`config.mk`:
```
export PLATFORM = sky130hd
export DESIGN_NAME = hazard_ctrl_flat
export DESIGN_NICKNAME = d
export VERILOG_FILES = /design/src/rtl/pipe_pkg.sv /design/src/rtl/hazard_ctrl_if.sv /design/src/rtl/sat_counter.sv /design/src/rtl/hazard_ctrl.sv /design/src/flat_wrapper.sv
export SDC_FILE = /design/constraint.sdc
export NUM_CORES = 1
export LEC_CHECK = 0
export ABC_AREA = 1
export CAP_MARGIN = 20
export CORE_MARGIN = 4
export CORE_UTILIZATION = 35
export DETAILED_ROUTE_END_ITERATION = 6
export GPL_TIMING_DRIVEN = 1
export PLACE_DENSITY_LB_ADDON = 0.1
export SLEW_MARGIN = 20
export SYNTH_ARGS = -nofsm -noshare
export SYNTH_HDL_FRONTEND = slang
export SYNTH_SLANG_ARGS = --single-unit
```
`constraint.sdc`:
```
create_clock -name clock -period 2.1 [get_ports clock]
set_input_delay 0.315 -clock clock [delete_from_list [all_inputs] [get_ports clock]]
set_output_delay 0.315 -clock clock [all_outputs]
set_load 0.01 [all_outputs]
```
`src/rtl/pipe_pkg.sv`:
```
// pipe_pkg: shared types and constants for the pipeline hazard control slice
package pipe_pkg;
  typedef enum logic {RUN, STALL} state_t;
  localparam logic [4:0] REG_ZERO = 5'd0;
  localparam int STALL_MAX = 15;
endpackage

```
`src/rtl/hazard_ctrl_if.sv`:
```
// hazard_ctrl_if: decode/ID-EX operand fields in, upstream pipeline control and perf counters out
interface hazard_ctrl_if #(parameter int CNT_W = 16);
  logic [4:0] if_id_rs;
  logic [4:0] if_id_rt;
  logic id_uses_rt;
  logic id_ex_memRead;
  logic [4:0] id_ex_rt;
  logic branch_taken;
  logic pc_write;
  logic if_id_write;
  logic id_ex_bubble;
  logic flush_if_id;
  logic flush_id_ex;
  logic flush_ex_mem;
  logic busy;
  logic [CNT_W-1:0] stall_count;
  logic [CNT_W-1:0] flush_count;
  modport master (
    output if_id_rs, if_id_rt, id_uses_rt, id_ex_memRead, id_ex_rt, branch_taken,
    input pc_write, if_id_write, id_ex_bubble, flush_if_id, flush_id_ex, flush_ex_mem, busy,
    input stall_count, flush_count
  );
  modport slave (
    input if_id_rs, if_id_rt, id_uses_rt, id_ex_memRead, id_ex_rt, branch_taken,
    output pc_write, if_id_write, id_ex_bubble, flush_if_id, flush_id_ex, flush_ex_mem, busy,
    output stall_count, flush_count
  );
endinterface

```
`src/rtl/sat_counter.sv`:
```
// sat_counter: event counter that sticks at all-ones instead of wrapping
module sat_counter #(
  parameter int W = 16
) (
  input  logic         clock,
  input  logic         reset_n,
  input  logic         inc,
  output logic [W-1:0] count
);
  always_ff @(posedge clock or negedge reset_n)
    if (!reset_n) count <= '0;
    else if (inc && count != '1) count <= count + W'(1);
endmodule

```
`src/rtl/hazard_ctrl.sv`:
```
// hazard_ctrl: load-use stall FSM and branch flush control for the 5-stage pipeline
module hazard_ctrl
  import pipe_pkg::*;
#(
  parameter int STALL_CYCLES = 1,
  parameter int CNT_W = 16
) (
  input logic           clock,
  input logic           reset_n,
  hazard_ctrl_if.slave  bus
);
  localparam logic [3:0] CNT_INIT = 4'(STALL_CYCLES - 1);
  state_t state, state_nx;
  logic [3:0] cnt, cnt_nx;
  logic hz, stall, flush;
  assign hz = bus.id_ex_memRead && bus.id_ex_rt != REG_ZERO &&
              (bus.id_ex_rt == bus.if_id_rs || (bus.id_uses_rt && bus.id_ex_rt == bus.if_id_rt));
  always_ff @(posedge clock or negedge reset_n)
    if (!reset_n) begin
      state <= RUN;
      cnt   <= '0;
    end else begin
      state <= state_nx;
      cnt   <= cnt_nx;
    end
  // reset_n gates the Mealy outputs so a held reset shows reset values even with a live hazard
  always_comb begin
    flush    = reset_n && bus.branch_taken;
    stall    = reset_n && !flush && (state == STALL || hz);
    state_nx = state;
    cnt_nx   = cnt;
    if (flush) begin
      state_nx = RUN;
      cnt_nx   = '0;
    end else if (state == STALL) begin
      state_nx = (cnt == 4'd1) ? RUN : STALL;
      cnt_nx   = cnt - 4'd1;
    end else if (hz && STALL_CYCLES > 1) begin
      state_nx = STALL;
      cnt_nx   = CNT_INIT;
    end
  end
  assign bus.pc_write     = !stall;
  assign bus.if_id_write  = !stall;
  assign bus.id_ex_bubble = stall;
  assign bus.flush_if_id  = flush;
  assign bus.flush_id_ex  = flush;
  assign bus.flush_ex_mem = flush;
  assign bus.busy         = reset_n && state == STALL;
  sat_counter #(.W(CNT_W)) u_stall_cnt (
    .clock  (clock),
    .reset_n(reset_n),
    .inc    (stall),
    .count  (bus.stall_count)
  );
  sat_counter #(.W(CNT_W)) u_flush_cnt (
    .clock  (clock),
    .reset_n(reset_n),
    .inc    (flush),
    .count  (bus.flush_count)
  );
endmodule

```
`src/flat_wrapper.sv`:
```
// flat-port wrapper written by rule: the top's interface ports become plain ports
module hazard_ctrl_flat import pipe_pkg::*;
#(
  parameter int STALL_CYCLES = 1,
  parameter int CNT_W = 16
)
  (clock, reset_n, bus_if_id_rs, bus_if_id_rt, bus_id_uses_rt, bus_id_ex_memRead, bus_id_ex_rt, bus_branch_taken, bus_pc_write, bus_if_id_write, bus_id_ex_bubble, bus_flush_if_id, bus_flush_id_ex, bus_flush_ex_mem, bus_busy, bus_stall_count, bus_flush_count);
  hazard_ctrl_if #(.CNT_W(CNT_W)) bus_i ();
  input logic clock;
  input logic reset_n;
  input wire logic [$bits(bus_i.if_id_rs)-1:0] bus_if_id_rs;
  input wire logic [$bits(bus_i.if_id_rt)-1:0] bus_if_id_rt;
  input wire logic [$bits(bus_i.id_uses_rt)-1:0] bus_id_uses_rt;
  input wire logic [$bits(bus_i.id_ex_memRead)-1:0] bus_id_ex_memRead;
  input wire logic [$bits(bus_i.id_ex_rt)-1:0] bus_id_ex_rt;
  input wire logic [$bits(bus_i.branch_taken)-1:0] bus_branch_taken;
  output wire logic [$bits(bus_i.pc_write)-1:0] bus_pc_write;
  output wire logic [$bits(bus_i.if_id_write)-1:0] bus_if_id_write;
  output wire logic [$bits(bus_i.id_ex_bubble)-1:0] bus_id_ex_bubble;
  output wire logic [$bits(bus_i.flush_if_id)-1:0] bus_flush_if_id;
  output wire logic [$bits(bus_i.flush_id_ex)-1:0] bus_flush_id_ex;
  output wire logic [$bits(bus_i.flush_ex_mem)-1:0] bus_flush_ex_mem;
  output wire logic [$bits(bus_i.busy)-1:0] bus_busy;
  output wire logic [$bits(bus_i.stall_count)-1:0] bus_stall_count;
  output wire logic [$bits(bus_i.flush_count)-1:0] bus_flush_count;
  assign bus_i.if_id_rs = bus_if_id_rs;
  assign bus_i.if_id_rt = bus_if_id_rt;
  assign bus_i.id_uses_rt = bus_id_uses_rt;
  assign bus_i.id_ex_memRead = bus_id_ex_memRead;
  assign bus_i.id_ex_rt = bus_id_ex_rt;
  assign bus_i.branch_taken = bus_branch_taken;
  assign bus_pc_write = bus_i.pc_write;
  assign bus_if_id_write = bus_i.if_id_write;
  assign bus_id_ex_bubble = bus_i.id_ex_bubble;
  assign bus_flush_if_id = bus_i.flush_if_id;
  assign bus_flush_id_ex = bus_i.flush_id_ex;
  assign bus_flush_ex_mem = bus_i.flush_ex_mem;
  assign bus_busy = bus_i.busy;
  assign bus_stall_count = bus_i.stall_count;
  assign bus_flush_count = bus_i.flush_count;
  hazard_ctrl #(.STALL_CYCLES(STALL_CYCLES), .CNT_W(CNT_W)) u_core (.clock(clock), .reset_n(reset_n), .bus(bus_i));
endmodule
```
# Word-level counts from Yosys, hierarchy flattened
# Index checks and enable logic that the tools add are counted.
[word_totals]
in_bits = 20
reg_bits = 37
output_inout_bits = 39
[classes]
n_reduce_logical = 15
mux = 5
add_sub_neg = 3
n_eq_ne = 5
[ops]
columns = ["operator", "count"]
rows = [
  ["16-bit by 1-bit adder with 16-bit output, second input constant", 2],
  ["16-bit inequality test, second input constant", 2],
  ["5-bit == test", 2],
  ["1-bit logical AND", 9],
  ["4-bit two-way mux", 2],
  ["5-bit nonzero test", 1],
  ["4-bit by 1-bit == test with 1-bit output, second input constant", 1],
  ["4-bit by 1-bit subtractor with 4-bit output, second input constant", 1],
  ["1-bit two-way mux", 3],
  ["1-bit zero test", 2],
  ["1-bit logical OR", 2],
  ["2-bit nonzero test", 1],
]

# Longest topological paths before layout
# Gate-level depths: netlist of run 1.
[depth]
depth_word = 7
ltp_mapped = 12
ltp_nobuf = 11

# Hierarchy
# Synthesis of run 1 repeated with hierarchy kept, for this count alone.
[unflattened]
cells_unflattened = 389
hier_area_um2 = 2625.0
[modules_own_cells]
columns = ["module", "seq_area_each_um2", "cells_per_inst", "instances", "area_per_inst_um2"]
rows = [
  ["sat_counter", 400.4, 149, 2, 1058.5],
  ["hazard_ctrl", 125.1, 91, 1, 508.0],
]

# Worst setup path before layout of run 1
# OpenSTA, ideal clock, no wires.
[synth_path]
path_kind = "input-to-output"
startpoint = "input port reset_n"
endpoint = "output port bus_pc_write"
cell_stages = 5
n_path_buf = 2
required_ns = 1.785
setup_slack_ns = 0.402
t_arrival_ns = 1.383
path_cell_list = "inv_1 nor2_1 clkbuf_1 nand2_1 buf_4"
[synth_via]
elab_chain_len = 5
[synth_lines]
columns = ["element", "line_no", "rtl"]
rows = [
  ["from (decl)", "flat_wrapper.sv:10", "input logic reset_n;"],
  ["1-bit logical AND", "hazard_ctrl.sv:28", "flush = reset_n && bus.branch_taken;"],
  ["1-bit zero test", "hazard_ctrl.sv:29", "stall = reset_n && !flush && (state == STALL || hz);"],
  ["1-bit logical AND * (2 in a row)", "hazard_ctrl.sv:29", ""],
  ["1-bit zero test *", "-", ""],
  ["to (decl)", "flat_wrapper.sv:17", "output wire logic [$bits(bus_i.pc_write)-1:0] bus_pc_write;"],
]
# Mark *: on every way between the ends. The rest lies on a longest branch, timed or not.

# Worst setup path after layout of run 1
[layout_path]
startpoint = "input port bus_id_ex_rt[0]"
endpoint = "output port bus_id_ex_bubble"
[layout_via]
elab_chain_len = 6
elab_cells_between_ends = 9
cone_classes = "2 x eq/ne; 7 x reduce/logical"
[layout_lines]
columns = ["element", "line_no", "rtl"]
rows = [
  ["from (decl)", "flat_wrapper.sv:15", "input wire logic [$bits(bus_i.id_ex_rt)-1:0] bus_id_ex_rt;"],
  ["5-bit == test", "hazard_ctrl.sv:17", "(bus.id_ex_rt == bus.if_id_rs || (bus.id_uses_rt && bus.id_ex_rt == bus.if_id_rt));"],
  ["1-bit logical AND", "hazard_ctrl.sv:17", ""],
  ["1-bit logical OR", "hazard_ctrl.sv:17", ""],
  ["1-bit logical AND *", "hazard_ctrl.sv:16", "assign hz = bus.id_ex_memRead && bus.id_ex_rt != REG_ZERO &&"],
  ["1-bit logical OR *", "hazard_ctrl.sv:29", ""],
  ["1-bit logical AND *", "hazard_ctrl.sv:29", ""],
  ["to (decl)", "flat_wrapper.sv:19", "output wire logic [$bits(bus_i.id_ex_bubble)-1:0] bus_id_ex_bubble;"],
]
# Marks and branches as above.

==> results.ini, run 1 <==
[die]
die_w_um = 89.5
die_area_um2 = 8010
io_pins = 59
row_count = 29
dieHeight_um = 89.5
start_util = 0.364
core_area_um2 = 6390

[power_and_ir_drop]
p_per_area_nw_per_um2 = 567
p_clk_frac = 0.289
p_sw_uw = 491
ir_drop_mv = 0.479
power_frac_seq = 0.488
leakage_nw = 1.51
swShare = 0.282
finalPower_mw = 1.74
p_comb_frac = 0.223
p_int_mw = 1.25

[placed_design]
hpwl_um = 4300
dp.cells = 451
place_congestion = 0.857
numPortBuffers = 58

[route]
via_per_inst = 4.72
post_drt_wl_per_cell_um = 12.1
wl_um = 5560
drt_iter0_markers = 67
drcViolationCount = 0
antenna_left = 0
num_vias = 2162
firstDrtPassIters = 4

[global_routing]
grt_pass1_vias = 2142
grt_first_pass_wirelength_um = 9560
grt_usage = 0.151
grt-ovfl-total = 0
antenna_found_initial = 0
grt_max_degree = 20

[yosys]
yosys_warnings = 0
ys_types = 26
ys_seq_area_frac = 0.398
syn-mean-instance-area_um2 = 7.35
netlist.area_leader.share = 0.398
synth_fp_nets = 340
ys_dominant_reg_cell = dfrtp_1
async_flop_share = 1.00
synthCells = 316
ys_top_cells_by_count = nand2_1 (107), dfrtp_1 (37), inv_1 (33), nor2_1 (31), nand4_1 (22)
synth_area_um2 = 2320
ys_top_cells_by_area = dfrtp_1 (40%), nand2_1 (17%), xor2_1 (6.4%)
synth_seq_cells = 37
post-synth-top-count-cell = nand2_1
synth_edf_count = 0
synth.largest_area_cell = dfrtp_1

[final_layout]
diodes = 0
syn2layout_area_growth_pct = 32.4
layout-drive-gt1-share = 0.0892
stdcell_count = 458
nets = 405
fillers = 665

[cts]
htree_levels = 2
clock-sinks = 37
cts.path.max_buffers = 2
clockRootBuffer = clkbuf_8
holdBufCountCts = 0
clk_pin_slew_ns = 0.07
insertion_delay_ns = 0.29
cts_tree = built
cts_made_buffers = 5

[worst_setup_path]
crit_start = bus_id_ex_rt[0]
worstReg2RegStart = u_core.u_stall_cnt.count[0]
arrival_ns = 1.60
cp-end-kind = output port
startpoint_type = primary input
crit_required_ns = 1.78
worst-path-max-fanout = 4
crit_type = in -> out

[min_path]
hp-class = in -> async

[sta]
clock_skew_ns = 0.00867
tns_ns = 0
worst_pin_slew_ns = 0.312
slew_headroom = 0.790
hold_viol_final = 0
rsz0062_at_grt = no
setup_viol = 0
timing.hold.ws_ns = 0.0227
max_freq_ghz = 0.522
drv_slew = 0
post-route-period-util = 0.912
finalCriticalPeriod_ns = 1.91

[flow_run]
drv_cap = 0

[run_status]
outcome = complete, no violations

[cell type report]
class | instances | area (um^2) | area share
Clock buffer | 7 | 86.3 | 0.0281
Inverter | 40 | 150 | 0.0488
Multi-Input combinational cell | 231 | 1200 | 0.389
Sequential cell | 37 | 926 | 0.301
Tap cell | 77 | 96.3 | 0.0313
Timing Repair Buffer | 66 | 619 | 0.201
[power groups by stage]
stage | Sequential [mW] | Clock [mW] | Combinational, mW
floorplan | 0.885 | 0 | 0.140
global placement | 0.865 | 0 | 0.391
detailed placement | 0.866 | 0 | 0.396
CTS | 0.853 | 0.531 | 0.397
global route | 0.867 | 0.562 | 0.436
finish | 0.851 | 0.505 | 0.388
[worst paths after layout]
kind	to	slack, ns	cells past startpoint
max	bus_id_ex_bubble	0.19	12
min	u_core.u_stall_cnt.count[1]	0.02	2
max reg2reg	u_core.u_stall_cnt.count[12]	0.30	9
min reg2reg	u_core.cnt[3]	0.48	1
max in group asynchronous	u_core.u_flush_cnt.count[0]	1.83	2
min in group clock	u_core.cnt[3]	0.48	1
[through the flow]
stage                     cell area, um^2  setup slack (ns)   util
final                                3080             0.185  0.482
after global routing                 3080            0.0368  0.482
after CTS                            3080            0.0198  0.483
after detailed placement             3000            -0.264  0.470
after global placement               3000            -0.250  0.470
after floorplan                      2320             0.402      -
[timing repair]
item                       CTS  global route
setup buffers                0             0
resized for setup            4             7
setup endpoints to repair    3             3
hold endpoints to repair     0             0
pin swaps                    0             0
[layout by cell type (no fill, tap or decap)]
cell,instances
nor3_2,1
nor2_4,1
dfrtp_1,37
buf_4,8
clkbuf_2,3
nand4_1,22
buf_2,1
nor2_1,31
o21ai_1,1
nand3_1,13
clkbuf_1,1
a21oi_1,3
dlygate4sd2_1,1
xnor2_1,9
nand2_1,106
nor4_1,1
inv_2,7
nor3_4,1
xor2_1,17
nor3_1,6
nand2_2,4
nand3_4,2
or2_1,1
o21ai_0,7
clkbuf_8,6
nand3b_1,1
clkdlybuf4s50_1,53
ha_1,4
inv_1,33
[sequential cells by signal, summed over array words and instances, names as in the netlist]
name,cells
u_core.cnt,4
u_core.state,1
u_core.u_flush_cnt.count,16
u_core.u_stall_cnt.count,16
[routing by layer]
metal / GRT usage / up-vias / wire (um)
met2: 0.262 / 37 / 2700
met5: 0 / - / 0
met3: 0.0304 / 6 / 229
met4: 0.0365 / 0 / 51
li1: - / 1126 / -
met1: 0.193 / 993 / 2580
[kinds of logic (layout without fill, tap and decap cells)]
| group | Yosys count | in the layout | share of synthesized area |
|---|---|---|---|
| buffers and inverters | 48 | 113 | 0.0872 |
| adder cells (fa/ha/maj) | 4 | 4 | 0.0215 |
| AND/OR/NAND/NOR | 190 | 190 | 0.371 |
| XOR/XNOR | 26 | 26 | 0.0980 |
| flip-flops | 37 | 37 | 0.398 |
| AO/OA/AOI/OAI | 11 | 11 | 0.0237 |
[worst max-delay path: stages]
cell             delay (ns)
clkdlybuf4s50_1        0.54
inv_2                  0.06
nand2_1                0.05
nand2_1                0.04
nor2_1                 0.10
nand3_1                0.07
nand2_1                0.06
nand2_1                0.05
nand2_2                0.07
nand2_2                0.07
inv_1                  0.06
clkbuf_2               0.12
(Power assumes the default switching activity.)
==> run 2, diff against run 1 <==
CELL_PAD_IN_SITES_DETAIL_PLACEMENT = 1   (was not set)
CELL_PAD_IN_SITES_GLOBAL_PLACEMENT = 1   (was not set)
==> results.ini, run 2 (synthesis gave the netlist of run 1 again) <==
[die]
row_count = 29
core_area_um2 = 6390
start_util = 0.364
die_area_um2 = 8010
dieHeight_um = 89.5
io_pins = 59
die_w_um = 89.5

[final_layout]
reg.largest.list = u_core.u_flush_cnt.count x16, u_core.u_stall_cnt.count x16, u_core.cnt x4
layout_commonest_cell = nand2_1
layout_common_cells = nand2_1 (107), clkdlybuf4s50_1 (48), dfrtp_1 (37)
diodes = 0
fillers = 817
seqCellArea_um2 = 926
nets = 408
final_area_um2 = 3110
layout-drive-gt1-share = 0.0940
syn2layout_area_growth_pct = 33.8
multiInputGateArea_um2 = 1220

[cts]
cts_made_buffers = 5
clock-sinks = 37
clockRootBuffer = clkbuf_8
cts_tree = built
cts.path.max_buffers = 2
clk_pin_slew_ns = 0.08
htree_levels = 2
insertion_delay_ns = 0.30

[worst_setup_path]
worst-path-max-fanout = 3
cp-end-kind = output port
crit_type = in -> out
startpoint_type = primary input
worstReg2RegStart = u_core.u_stall_cnt.count[0]
crit_required_ns = 1.78
arrival_ns = 1.61
max_stage_delay_ns = 0.49
cp_slowest_cell = clkdlybuf4s50_1
reg2reg_depth = 9
cp_common_cell = nand2_1
regToRegSetupSlack_ns = 0.25
r2r-end = u_core.u_stall_cnt.count[1]
worstPathCellList = clkdlybuf4s50_1, inv_1, nand2_1, nand2_1, nor2_1, nand3_1, nand2_1, nand2_1, nand2_2, nand2_1, inv_1, clkbuf_2

[route]
drcViolationCount = 0
firstDrtPassIters = 4
drt_iter0_markers = 125
via_per_inst = 4.90
wl_um = 6430
antenna_left = 0
num_vias = 2255
post_drt_wl_per_cell_um = 14.0

[global_routing]
grt_first_pass_wirelength_um = 11000
grt_usage = 0.178
antenna_found_initial = 0
grt_pass1_vias = 2345
grt_max_degree = 25
grt-ovfl-total = 0

[sta]
finalCriticalPeriod_ns = 1.93
clock_skew_ns = 0.0121
slew_headroom = 0.756
hold_viol_final = 0
timing.hold.ws_ns = 0.0330
setup_slack_ns = 0.171
tns_ns = 0
setup_viol = 0
worst_pin_slew_ns = 0.365
rsz0062_at_grt = no
drv_slew = 0
post-route-period-util = 0.919
max_freq_ghz = 0.518

[placed_design]
pre_cts_ws_ns = -0.353
numPortBuffers = 58
placed_area_um2 = 3000
place_congestion = 0.755
hpwl_um = 4820

[min_path]
hp-class = in -> async

[power_and_ir_drop]
ir_drop_mv = 0.355
leakage_nw = 1.54
p_per_area_nw_per_um2 = 559

[flow_run]
drv_cap = 0

[run_status]
outcome = complete, no violations

[run 2: cell types whose count changed in the layout (fill, tap and decap cells not counted), sizes merged]
cell,change
dlymetal6s2s,+3
nand3,+1
dlygate4sd2,+2
clkinv,+1
clkbuf,-2
clkdlybuf4s50,-5
dlygate4sd3,+2
[run 2: critical path, delay by kind of cell]
kind / cells / cell delay, ns
buf+inv: 4 / 0.71
simple gates: 8 / 0.57
[run 2: worst max-delay path by stage]
stage                     from                to  slack, ns  depth (start not counted)
6_report       bus_if_id_rs[1]  bus_id_ex_bubble       0.17                         12
4_1_cts        bus_id_ex_rt[2]   bus_if_id_write      0.005                         11
5_1_grt        bus_if_id_rt[3]  bus_id_ex_bubble      0.006                         12
3_5_place_dp   bus_id_ex_rt[0]  bus_id_ex_bubble      -0.35                         12
2_1_floorplan          reset_n      bus_pc_write       0.40                          5
3_3_place_gp   bus_id_ex_rt[3]  bus_id_ex_bubble      -0.31                         12
[run 2: layer usage]
| layer | wire length, um | up-vias | global-route usage |
|---|---|---|---|
| met5 | 0 | - | 0 |
| met4 | 85 | 0 | 0.0636 |
| met3 | 251 | 9 | 0.0286 |
| met2 | 3060 | 47 | 0.291 |
| met1 | 3030 | 1065 | 0.237 |
| li1 | - | 1134 | - |
[run 2: layout make-up]
cell class	instances	share of cell area
multi-input combinational	232	0.392
sequential	37	0.298
timing repair buffer	68	0.207
inverter	40	0.0483
tap	77	0.0310
clock buffer	5	0.0221
clock inverter	1	0.00161
[run 2: report_power, final]
part	switching (mW)	leakage (nW)	internal [mW]
combinational	0.180	1.00	0.217
sequential	0.0802	0.501	0.776
clock	0.264	0.0399	0.219
[run 2: repair_timing]
action,4_1_cts,5_1_grt
gates resized for setup,7,11
pin swaps,1,1
gates cloned,0,1
setup buffers,1,0
setup endpoints to repair,3,19
hold buffers,2,0
endpoints found under the hold margin,2,0
[run 2: per-stage QoR]
stage / instances / power [mW] / utilization
floorplan: 316 / 1.03 / -
global placement: 450 / 1.26 / 0.469
detailed placement: 450 / 1.27 / 0.469
CTS: 459 / 1.76 / 0.484
global route: 460 / 1.85 / 0.487
finish: 460 / 1.74 / 0.487
==> run 3, diff against run 2 <==
CAP_MARGIN = 30   (was 20)
HOLD_SLACK_MARGIN = 0.08   (was not set)
==> results.ini, run 3 (synthesis gave the netlist of run 1 again) <==
[final_layout]
layout_common_cells = nand2_1 (107), clkdlybuf4s50_1 (48), dfrtp_1 (37)
syn2layout_area_growth_pct = 33.8
layout-drive-gt1-share = 0.0940
diodes = 0
layout_commonest_cell = nand2_1
nets = 408
final_area_um2 = 3110
final_util = 0.487
reg.largest.list = u_core.u_flush_cnt.count x16, u_core.u_stall_cnt.count x16, u_core.cnt x4

[placed_design]
hpwl_um = 4820
place_congestion = 0.755
numPortBuffers = 58
placed_area_um2 = 3000

[route]
wl_um = 6510
drt_iter0_markers = 132
firstDrtPassIters = 4
antenna_left = 0
drcViolationCount = 0
num_vias = 2248
post_drt_wl_per_cell_um = 14.2
via_per_inst = 4.89

[sta]
drv_slew = 0
hold_viol_final = 0
finalCriticalPeriod_ns = 1.92
post-route-period-util = 0.916
max_freq_ghz = 0.520
worst_pin_slew_ns = 0.385
slew_headroom = 0.742
setup_viol = 0
rsz0062_at_grt = no
tns_ns = 0
clock_skew_ns = 0.0119

[run_status]
outcome = complete, no violations

[cts]
clockRootBuffer = clkbuf_8
htree_levels = 2
cts.path.max_buffers = 2
clk_pin_slew_ns = 0.08
clock-sinks = 37
cts_tree = built
cts_made_buffers = 5
insertion_delay_ns = 0.30

[die]
die_area_um2 = 8010
row_count = 29
die_w_um = 89.5
core_area_um2 = 6390
dieHeight_um = 89.5
io_pins = 59
start_util = 0.364

[worst_setup_path]
cp_slowest_cell = clkdlybuf4s50_1
crit_required_ns = 1.78
worstPathCellList = clkdlybuf4s50_1, inv_1, nand2_1, nand2_1, nor2_1, nand3_1, nand2_1, nand2_1, nand2_2, nand2_1, inv_1, clkbuf_2
crit_start = bus_if_id_rs[1]
crit_type = in -> out
cp_common_cell = nand2_1
startpoint_type = primary input
max_stage_delay_ns = 0.49
cp.buffers_inverters = 4
cp-end-kind = output port
arrival_ns = 1.61
worstReg2RegStart = u_core.u_stall_cnt.count[0]
worst-path-max-fanout = 3
crit_family = buffers and inverters

[power_and_ir_drop]
leakage_nw = 1.54
finalPower_mw = 1.73
ir_drop_mv = 0.355
p_per_area_nw_per_um2 = 558

[global_routing]
antenna_found_initial = 0
grt_max_degree = 25
grt-ovfl-total = 0
grt_pass1_vias = 2343
grt_usage = 0.178
grt_first_pass_wirelength_um = 11000

[flow_run]
drv_cap = 0

[min_path]
hp-class = in -> async

-- run 3: cell counts in the layout (fill, tap and decap cells not counted) --
Identical to the previous run, type by type.
-- run 3: final cells by class --
| type | count | area [um^2] |
|---|---|---|
| inverters | 40 | 150 |
| fillers | 818 | 3280 |
| repair buffers | 68 | 644 |
| well taps | 77 | 96.3 |
| flip-flops and latches | 37 | 926 |
| clock inverters | 1 | 5.00 |
| clock buffers | 5 | 68.8 |
| multi-input cells | 232 | 1220 |
-- run 3: repair_timing --
item / CTS / global route
endpoints found under the hold margin: 13 / 0
endpoints found under the setup margin: 3 / 19
setup buffers: 1 / 0
resized for setup: 7 / 11
cloned: 0 / 1
hold buffers: 2 / 0
pin swaps: 1 / 1
-- run 3: per-layer routing --
layer,track usage,routed length (um),part of all wire
met5,0,0,0
met4,0.0487,67,0.010
met3,0.0369,298,0.046
met2,0.292,3110,0.48
met1,0.238,3030,0.47
-- run 3: stage by stage --
step	cells	setup slack, ns	hold slack, ns
finish	460	0.176	0.0967
CTS	459	0.00466	0.110
detailed placement	450	-0.353	0.321
global route	460	0.00594	0.126
floorplan	316	0.402	0.0194
global placement	450	-0.312	0.327
-- run 3: final timing paths --
kind	end	slack (ns)	cells after the start
max	bus_id_ex_bubble	0.18	12
min	u_core.u_stall_cnt.count[2]	0.1	2
max reg2reg	u_core.u_stall_cnt.count[1]	0.25	9
min reg2reg	u_core.cnt[3]	0.48	1
max in group asynchronous	u_core.u_stall_cnt.count[6]	1.33	3
min in group clock	u_core.cnt[3]	0.48	1
-- run 3: worst reg2reg max path, stage by stage (launching register included) --
cell,delay [ns]
dfrtp_1,0.40
ha_1,0.21
nand2_2,0.09
nor3_4,0.26
nand2_2,0.12
nor2_4,0.12
nand3_4,0.23
nand3_4,0.22
nand2_1,0.08
nand2_1,0.06
-- run 3: report_power, final --
group,internal (mW),total [mW],switching (mW)
combinational,0.217,0.397,0.180
clock,0.219,0.480,0.262
sequential,0.776,0.856,0.0800
total,1.21,1.73,0.522
